`src/rtl/axi4_lite_arbiter_pkg.sv`:
```
// Shared types for the fetch/LSU arbiter in front of the AXI4-Lite manager.
package axi4_lite_arbiter_pkg;

    localparam int unsigned DEFAULT_AXI_ADDR_WIDTH = 32;
    localparam int unsigned BUS_DATA_WIDTH         = 32;
    localparam int unsigned BUS_STRB_WIDTH         = 4;

    typedef enum logic [1:0] {
        ARB_IDLE,
        ARB_OWN_I,
        ARB_OWN_D
    } arb_owner_t;

    typedef struct packed {
        logic                              rd;
        logic                              wr;
        logic [DEFAULT_AXI_ADDR_WIDTH-1:0] addr;
        logic [BUS_DATA_WIDTH-1:0]         wr_data;
        logic [BUS_STRB_WIDTH-1:0]         wr_strobe;
    } bus_req_t;

endpackage

```
`src/rtl/axi4_lite_arbiter_grant_sel.sv`:
```
// Combinational winner selection; round-robin when ARB_ROUND_ROBIN_EN is defined,
// otherwise fixed priority with data over fetch.
module arb_grant_sel (
    input  logic i_req,
    input  logic d_req,
`ifdef ARB_ROUND_ROBIN_EN
    input  logic last_d,
`endif
    output logic grant_i,
    output logic grant_d
);

    always_comb begin
        grant_d = d_req;
        grant_i = i_req & ~d_req;
`ifdef ARB_ROUND_ROBIN_EN
        // On contention the requester that did not own the bus last wins.
        if (i_req && d_req) begin
            grant_d = ~last_d;
            grant_i = last_d;
        end
`endif
    end

endmodule

```
`src/rtl/axi4_lite_arbiter.sv`:
```
// Shares one AXI4-Lite manager port between fetch (read-only) and LSU (read/write).
// Optional round-robin arbitration via `define ARB_ROUND_ROBIN_EN.
module axi4_lite_arbiter
    import axi4_lite_arbiter_pkg::*;
#(
    parameter int unsigned ADDR_WIDTH = DEFAULT_AXI_ADDR_WIDTH
) (
    input  logic                      clk,
    input  logic                      rst,

    input  logic                      i_rd_en,
    input  logic [ADDR_WIDTH-1:0]     i_addr,
    output logic [BUS_DATA_WIDTH-1:0] i_rd_data,
    output logic                      i_fault,
    output logic                      i_busy,

    input  logic                      d_rd_en,
    input  logic                      d_wr_en,
    input  logic [ADDR_WIDTH-1:0]     d_addr,
    input  logic [BUS_DATA_WIDTH-1:0] d_wr_data,
    input  logic [BUS_STRB_WIDTH-1:0] d_wr_strobe,
    output logic [BUS_DATA_WIDTH-1:0] d_rd_data,
    output logic                      d_fault,
    output logic                      d_busy,

    output logic                      m_rd_en,
    output logic                      m_wr_en,
    output logic [ADDR_WIDTH-1:0]     m_addr,
    output logic [BUS_DATA_WIDTH-1:0] m_wr_data,
    output logic [BUS_STRB_WIDTH-1:0] m_wr_strobe,
    input  logic [BUS_DATA_WIDTH-1:0] m_rd_data,
    input  logic                      m_access_fault,
    input  logic                      m_busy
);

    arb_owner_t owner_q, owner_d;
    bus_req_t   req_q, req_d;
    bus_req_t   i_live, d_live, m_req;
    logic       i_req, d_req, d_en;
    logic       grant_i, grant_d;
    logic       i_sel, d_sel;

    assign d_en  = d_rd_en | d_wr_en;
    // New grants are suppressed while reset is asserted.
    assign i_req = i_rd_en & ~rst;
    assign d_req = d_en & ~rst;

    // Live request payloads; a simultaneous data read+write is issued as a write.
    always_comb begin
        i_live           = '0;
        i_live.rd        = i_rd_en;
        i_live.addr      = DEFAULT_AXI_ADDR_WIDTH'(i_addr);

        d_live           = '0;
        d_live.rd        = d_rd_en & ~d_wr_en;
        d_live.wr        = d_wr_en;
        d_live.addr      = DEFAULT_AXI_ADDR_WIDTH'(d_addr);
        d_live.wr_data   = d_wr_data;
        d_live.wr_strobe = d_wr_strobe;
    end

`ifdef ARB_ROUND_ROBIN_EN
    logic last_d_q, last_d_d;

    always_ff @(posedge clk) begin
        if (rst) begin
            last_d_q <= 1'b0;
        end else begin
            last_d_q <= last_d_d;
        end
    end

    arb_grant_sel u_grant_sel (
        .i_req   (i_req),
        .d_req   (d_req),
        .last_d  (last_d_q),
        .grant_i (grant_i),
        .grant_d (grant_d)
    );
`else
    arb_grant_sel u_grant_sel (
        .i_req   (i_req),
        .d_req   (d_req),
        .grant_i (grant_i),
        .grant_d (grant_d)
    );
`endif

    always_ff @(posedge clk) begin
        if (rst) begin
            owner_q <= ARB_IDLE;
            req_q   <= '0;
        end else begin
            owner_q <= owner_d;
            req_q   <= req_d;
        end
    end

    // Next owner, request mux and busy generation.
    always_comb begin
        owner_d = owner_q;
        req_d   = req_q;
        m_req   = '0;
        i_busy  = 1'b0;
        d_busy  = 1'b0;
        i_sel   = 1'b0;
        d_sel   = 1'b0;
`ifdef ARB_ROUND_ROBIN_EN
        last_d_d = last_d_q;
`endif
        case (owner_q)
            ARB_IDLE: begin
                if (grant_d) begin
                    m_req  = d_live;
                    d_busy = m_busy;
                    i_busy = i_req;
                    d_sel  = 1'b1;
                    if (m_busy) begin
                        owner_d = ARB_OWN_D;
                        req_d   = d_live;
                    end
`ifdef ARB_ROUND_ROBIN_EN
                    else begin
                        last_d_d = 1'b1;
                    end
`endif
                end else if (grant_i) begin
                    m_req  = i_live;
                    i_busy = m_busy;
                    d_busy = d_req;
                    i_sel  = 1'b1;
                    if (m_busy) begin
                        owner_d = ARB_OWN_I;
                        req_d   = i_live;
                    end
`ifdef ARB_ROUND_ROBIN_EN
                    else begin
                        last_d_d = 1'b0;
                    end
`endif
                end
            end
            ARB_OWN_I: begin
                m_req  = req_q;
                i_busy = i_rd_en & m_busy;
                d_busy = d_en;
                i_sel  = i_rd_en;
                if (!m_busy) begin
                    owner_d = ARB_IDLE;
`ifdef ARB_ROUND_ROBIN_EN
                    last_d_d = 1'b0;
`endif
                end
            end
            ARB_OWN_D: begin
                m_req  = req_q;
                d_busy = d_en & m_busy;
                i_busy = i_rd_en;
                d_sel  = d_en;
                if (!m_busy) begin
                    owner_d = ARB_IDLE;
`ifdef ARB_ROUND_ROBIN_EN
                    last_d_d = 1'b1;
`endif
                end
            end
            default: begin
                owner_d = ARB_IDLE;
            end
        endcase
    end

    assign m_rd_en     = m_req.rd;
    assign m_wr_en     = m_req.wr;
    assign m_addr      = ADDR_WIDTH'(m_req.addr);
    assign m_wr_data   = m_req.wr_data;
    assign m_wr_strobe = m_req.wr_strobe;

    // Results reach only a still-requesting owner, in the cycle the manager finishes.
    assign i_rd_data = (i_sel && !m_busy) ? m_rd_data : '0;
    assign d_rd_data = (d_sel && !m_busy) ? m_rd_data : '0;
    assign i_fault   = i_sel & ~m_busy & m_access_fault;
    assign d_fault   = d_sel & ~m_busy & m_access_fault;

endmodule

```
`config.mk`:
```
export PLATFORM = sky130hd
export DESIGN_NAME = axi4_lite_arbiter
export DESIGN_NICKNAME = d
export VERILOG_FILES = /design/src/rtl/axi4_lite_arbiter_pkg.sv /design/src/rtl/axi4_lite_arbiter_grant_sel.sv /design/src/rtl/axi4_lite_arbiter.sv
export SDC_FILE = /design/constraint.sdc
export NUM_CORES = 1
export LEC_CHECK = 0
export BUFFER_PORTS_ARGS = -buffer_cell sky130_fd_sc_hd__buf_2
export CAP_MARGIN = 20
export CELL_PAD_IN_SITES_DETAIL_PLACEMENT = 0
export CELL_PAD_IN_SITES_GLOBAL_PLACEMENT = 1
export CORE_MARGIN = 1.5
export CORE_UTILIZATION = 30
export DETAILED_ROUTE_END_ITERATION = 6
export HOLD_SLACK_MARGIN = 0.08
export PLACE_DENSITY_LB_ADDON = 0.2
export SKIP_CTS_REPAIR_TIMING = 1
export SLEW_MARGIN = 40
export SYNTH_ARGS = -nofsm -noshare
export SYNTH_HDL_FRONTEND = slang
export SYNTH_SLANG_ARGS = --single-unit
```
`constraint.sdc`:
```
create_clock -name clk -period 2.9 [get_ports clk]
set_input_delay 0.29 -clock clk [delete_from_list [all_inputs] [get_ports clk]]
set_output_delay 0.29 -clock clk [all_outputs]
set_load 0.01 [all_outputs]
```
Yosys cells after proc, flatten, opt, wreduce, memory -nomap -nowiden
Cells that the tools add are included.
{"block": "word_totals", "reg_bits": 72, "in_bits": 139, "output_inout_bits": 138, "elab_cells": 62}
{"block": "classes", "n_eq_ne": 8, "n_mux": 25, "n_bitwise": 15, "n_reduce_logical": 8}
{"cell": "two-way mux 70 bit", "count": 6}
{"cell": "case mux 70 bit (2 select lines)", "count": 1}
{"cell": "two-way mux 32 bit", "count": 2}
{"cell": "AND 1 bit", "count": 10}
{"cell": "two-way mux 2 bit", "count": 5}
{"cell": "AND reduction 4 bit", "count": 2}
{"cell": "two-way mux 1 bit", "count": 6}
{"cell": "!= test 2 bit, second input constant", "count": 3}
{"cell": "!= test 3 bit, second input constant", "count": 2}
{"cell": "case mux 1 bit (3 select lines)", "count": 2}
{"cell": "inverter 1 bit", "count": 4}
{"cell": "case mux 1 bit (2 select lines)", "count": 2}
{"cell": "case mux 2 bit (2 select lines)", "count": 1}
{"cell": "!= test 3 x 2 -> 1 bit, second input constant", "count": 1}
{"cell": "equality test 2 x 1 -> 1 bit, second input constant", "count": 1}
{"cell": "equality test 2 bit, second input constant", "count": 1}
{"cell": "logical AND 1 bit", "count": 2}
{"cell": "logical NOT 2 bit", "count": 1}
{"cell": "nonzero test 2 bit", "count": 1}
{"cell": "OR reduction 2 bit", "count": 1}
{"cell": "logical NOT 1 bit", "count": 1}
{"cell": "bitwise OR 1 bit", "count": 1}

Depth between registers and ports, before layout
{"block": "depth", "ltp_word": 9, "depth_mapped": 10, "mapped_depth_nobuf": 6}

Modules after synthesis
Synthesis repeated with hierarchy kept, for this count alone.
{"block": "hier_totals", "hier_cells": 624, "area_unflattened_um2": 4585.6}
{"module": "axi4_lite_arbiter", "n_inst": 1, "cells_each": 622, "area_each_um2": 4564.4, "seq_area_each_um2": 1441.4}
{"module": "arb_grant_sel", "n_inst": 1, "cells_each": 2, "area_each_um2": 21.3, "seq_area_each_um2": 0.0}

Least setup slack after synthesis
No wires, ideal clock.
{"block": "synth_timing", "path_kind": "reg-to-output", "startpoint": "reg owner_q[0]", "endpoint": "out m_addr[0]", "arrival_ns": 1.641, "t_required_ns": 2.610, "setup_slack_ns": 0.969, "stages_incl_launch_ff": 9, "path_buffers": 2, "cell_sequence": "dfxtp_1 inv_1 ha_1 nor2b_1 buf_4 and3_1 buf_2 a222oi_1 nor2_1"}
{"block": "synth_via", "elab_chain_len": 3, "word_cells_on_any_way": 5, "cone_classes": "2 x eq/ne; 1 x mux; 2 x reduce/logical"}
{"element": "from (decl)", "line": "axi4_lite_arbiter.sv:36", "source": "arb_owner_t owner_q, owner_d;"}
{"element": "from (signal assigned)", "line": "axi4_lite_arbiter.sv:94", "source": "owner_q <= owner_d;"}
{"element": "equality test 2 bit or equality test 2 x 1 -> 1 bit (tied branches)", "line": "axi4_lite_arbiter.sv:111", "source": "case (owner_q)"}
{"element": "OR reduction 2 bit (no source line)"}
{"element": "case mux 70 bit (2 select lines) *", "line": "axi4_lite_arbiter.sv:111"}
{"element": "to (decl)", "line": "axi4_lite_arbiter.sv:28", "source": "output logic [ADDR_WIDTH-1:0] m_addr,"}
Every way passes the cells marked *; elsewhere a longest branch is shown, timed or not.

Worst setup path in the final report
{"block": "layout_timing", "startpoint": "reg owner_q[0]", "endpoint": "out m_addr[30]"}
Same word-level chain as after synthesis.

==> flow_summary.rst <==
.. list-table::
   :header-rows: 1

   * - Metric
     - Value
   * - Total of warnings raised by yosys
     - 0
   * - Number of buffer cells added on primary ports
     - 276
   * - Total of endpoints with negative setup slack in the final report
     - 0
   * - Post-route worst hold slack
     - 193.3 ps
   * - Gate family responsible for the most delay along the worst path
     - simple AND/OR/NAND/NOR gates
   * - Area growth syn-to-layout
     - 42.34%
   * - Nature of the critical path startpoint
     - register
   * - Worst setup slack for register-to-register paths
     - ~760 ps
   * - Sink count of the clock tree
     - 72
   * - Syn Inst Count
     - 600
   * - Die Wd
     - 123.9 µm
   * - Shortest clock period the worst path allows after layout
     - about 2700 ps
   * - Drt via density
     - roughly 5
   * - Final setup TNS
     - 0 ps
   * - Highest-delay cell along the critical path
     - sky130_fd_sc_hd__nor2_4
   * - Worst VDD drop
     - roughly 0.27 mV
   * - Path type of the worst min-delay path
     - in2reg
   * - CTS Buf Count
     - 9
   * - Commonest non-fill, non-tap cell in the layout
     - sky130_fd_sc_hd__buf_2
   * - Fmax
     - around 0.38 GHz
   * - Number of nets produced by synthesis
     - 744
   * - Headroom to the max-slew limit
     - between 50% and 60%
   * - Worst stage delay on the critical path
     - around 420 ps
   * - Initial antenna violation count
     - 2
   * - Post-DP HPWL
     - 11,080 µm
   * - Outcome
     - complete, but fails checks
   * - Cell count of the worst hold path
     - 3
   * - Synthesized area divided by synthesized cell count
     - ~7.3 µm²
   * - Worst skew pair latency
     - 340 ps
   * - Vias in the first global route
     - between 4,000 and 5,000
   * - Endpoints failing hold
     - 0
   * - CP Data Required Time
     - 2610 ps
   * - Seq/Total Area, Yosys
     - about a third
   * - Routed len/inst
     - 14.57 µm
   * - Worst r2r dst
     - req_q[65]
   * - Final estimated routing congestion in global placement
     - 0.8193
   * - Endpoint with the worst hold slack
     - req_q[6]
   * - TritonCTS clock tree
     - yes
   * - CP Max Fanout
     - 34
   * - # nets final
     - 990
   * - Flops & latches, synth
     - 72
   * - Final worst slack
     - 236.7 ps
   * - Drt drc
     - 2
   * - Die Area
     - 15,350 µm²
   * - Iteration-0 DRC count of the detailed router
     - 325
   * - Wire length of the first global-routing pass
     - around 23,000 µm
   * - Worst reg2reg path depth
     - 8
   * - Hold_sp
     - d_wr_data[2]
   * - Setup Crit Path Kind
     - reg2out
   * - Maximum number of pins on one net before global-route repair
     - 44
   * - Io pins
     - 277
   * - Commonest cells after routing, fill and taps aside
     - 276 x sky130_fd_sc_hd__buf_2, 108 x sky130_fd_sc_hd__nor2_1, 72 x sky130_fd_sc_hd__dfxtp_1
   * - Count of final max-slew check failures
     - 0
   * - Via count
     - 5,231
   * - Max Root-Sink Buffers
     - 2
   * - FP Rows
     - 44
   * - Number of buffer and inverter stages on the critical path
     - 3
   * - Initial Utilization
     - 30.40%
   * - Least-Margin Pin Slew
     - 738.1 ps
   * - Critical R2R Launch
     - owner_q[0]
   * - Violations in the final reports
     - design-rule violations
   * - Category of the worst setup path capture point
     - output pin
   * - Worst setup path startpoint
     - owner_q[0]
   * - Reported leakage power
     - between 3 and 4 nW
   * - Total length of routed wires
     - 15,110 µm
   * - RSZ-0062 raised after global routing
     - false
   * - Number of nets still failing antenna checks after routing
     - 0
   * - Core ar.
     - 14,420 µm²
   * - Clock transition time at the flip-flop clock pins of the worst setup and hold paths
     - 60 ps
   * - Number of distinct library cells after synthesis
     - 30
   * - Overall track demand over capacity in global routing
     - approximately a fifth
   * - Worst slack at placement
     - 622.2 ps
   * - Cell area power density
     - 754.8 nW/µm²
   * - Clock root buffer
     - sky130_fd_sc_hd__clkbuf_16
   * - Share of post-route cells with drive strength above 1
     - 37.60%
   * - Detailed-router iteration count before antenna repair
     - 7
   * - Overflow left after global routing
     - 0
   * - Layout Skew
     - 11.14 ps
   * - H-tree depth
     - 3
   * - Maximum Capacitance Violations
     - 0
   * - Critical path cell sequence
     - inv_1 -> ha_2 -> nand2b_1 -> nor2_4 -> buf_12 -> a222oi_1 -> nor2_1 -> buf_2
   * - Post-route clock period utilization
     - 91.84%
   * - Cell Area, Synth
     - 4385 µm²
   * - Die Y
     - 123.9 µm
   * - Worst Path Arrival
     - 2370 ps
## kinds of logic after synthesis
| logic type | count (synthesis) | synth area share, % |
|---|---|---|
| mux | 21 | 4.793 |
| fa+ha+maj | 5 | 1.427 |
| flops | 72 | 32.87 |
| compound gates | 165 | 24.85 |
| buf+inv | 65 | 7.846 |
| simple gates | 272 | 28.22 |
## registers in the layout, indices dropped and copies added, names as in the netlist
name     flops
req_q       70
owner_q      2
## worst max-delay path by stage
stage	end	cells past startpoint
finish	m_addr[30]	8
global route	m_addr[30]	8
CTS	m_addr[30]	8
detailed placement	m_addr[30]	8
global placement	m_addr[28]	8
floorplan	m_addr[0]	8
## layer usage
layer  vias up  wire length [µm]  global-route usage, %
met5         -                 0                      0
li1       2576                 -                      -
met4         0               326                  8.452
met3        26              1110                  4.075
met1      2398              6089                  21.73
met2       231              7583                  34.05
## worst register-to-register path, stage by stage (launching register included)
cell                       delay [ps]
sky130_fd_sc_hd__dfxtp_1          350
sky130_fd_sc_hd__inv_1            100
sky130_fd_sc_hd__ha_2             240
sky130_fd_sc_hd__nor2b_1          150
sky130_fd_sc_hd__buf_4            160
sky130_fd_sc_hd__o211a_4          460
sky130_fd_sc_hd__buf_12           300
sky130_fd_sc_hd__nor2_1            80
sky130_fd_sc_hd__a211oi_1         210
## power breakdown
group,internal (mW),switching (mW),total (mW)
logic,0.847,1.31,2.16
clock network,0.866,0.439,1.30
registers,1.15,0.0921,1.25
total,2.87,1.84,4.71
## synthesized netlist by cell type
cell type	instances	area, µm²
sky130_fd_sc_hd__nor2_1	109	409.1
sky130_fd_sc_hd__dfxtp_1	72	1441
sky130_fd_sc_hd__nand2_1	71	266.5
sky130_fd_sc_hd__and2_1	66	412.9
sky130_fd_sc_hd__a21oi_1	52	260.3
sky130_fd_sc_hd__a22oi_1	38	285.3
sky130_fd_sc_hd__a211oi_1	35	262.8
sky130_fd_sc_hd__clkbuf_1	35	131.4
sky130_fd_sc_hd__mux2i_1	21	210.2
sky130_fd_sc_hd__o21ai_0	19	95.09
sky130_fd_sc_hd__nand3_1	16	80.08
sky130_fd_sc_hd__a222oi_1	12	120.1
sky130_fd_sc_hd__buf_6	10	112.6
sky130_fd_sc_hd__buf_2	8	40.04
sky130_fd_sc_hd__ha_1	5	62.56
sky130_fd_sc_hd__inv_1	5	18.77
sky130_fd_sc_hd__nand2b_1	4	25.02
sky130_fd_sc_hd__o21ai_1	4	20.02
sky130_fd_sc_hd__buf_4	3	22.52
sky130_fd_sc_hd__clkbuf_2	3	15.01
sky130_fd_sc_hd__a32oi_1	2	17.52
sky130_fd_sc_hd__nor2b_1	2	12.51
sky130_fd_sc_hd__and3_1	1	6.260
sky130_fd_sc_hd__buf_1	1	3.750
sky130_fd_sc_hd__nor2_2	1	6.260
sky130_fd_sc_hd__nor3b_2	1	12.51
sky130_fd_sc_hd__o211a_1	1	10.01
sky130_fd_sc_hd__o211ai_2	1	12.51
sky130_fd_sc_hd__o22ai_1	1	6.260
sky130_fd_sc_hd__or2_0	1	6.260
## per-stage QoR
| stage | instances | area, µm² | utilization, % | power [mW] |
|---|---|---|---|---|
| floorplan | 600 | 4385 | - | 2.614 |
| global placement | 1019 | 5884 | 40.80 | 3.415 |
| detailed placement | 1019 | 5884 | 40.80 | 3.446 |
| CTS | 1035 | 6237 | 43.24 | 4.766 |
| global route | 1036 | 6240 | 43.26 | 5.072 |
| finish | 1037 | 6242 | 43.28 | 4.711 |
## cell type report
class	instances	area, µm²
multi-input combinational	463	2633
antenna	2	5.005
sequential	72	1441
timing repair buffer	295	1562
clock inverter	6	113.9
fill	1464	8182
inverter	5	18.77
tap	184	230.2
clock buffer	10	239.0
No activity file was read; power rests on OpenSTA's default activity.
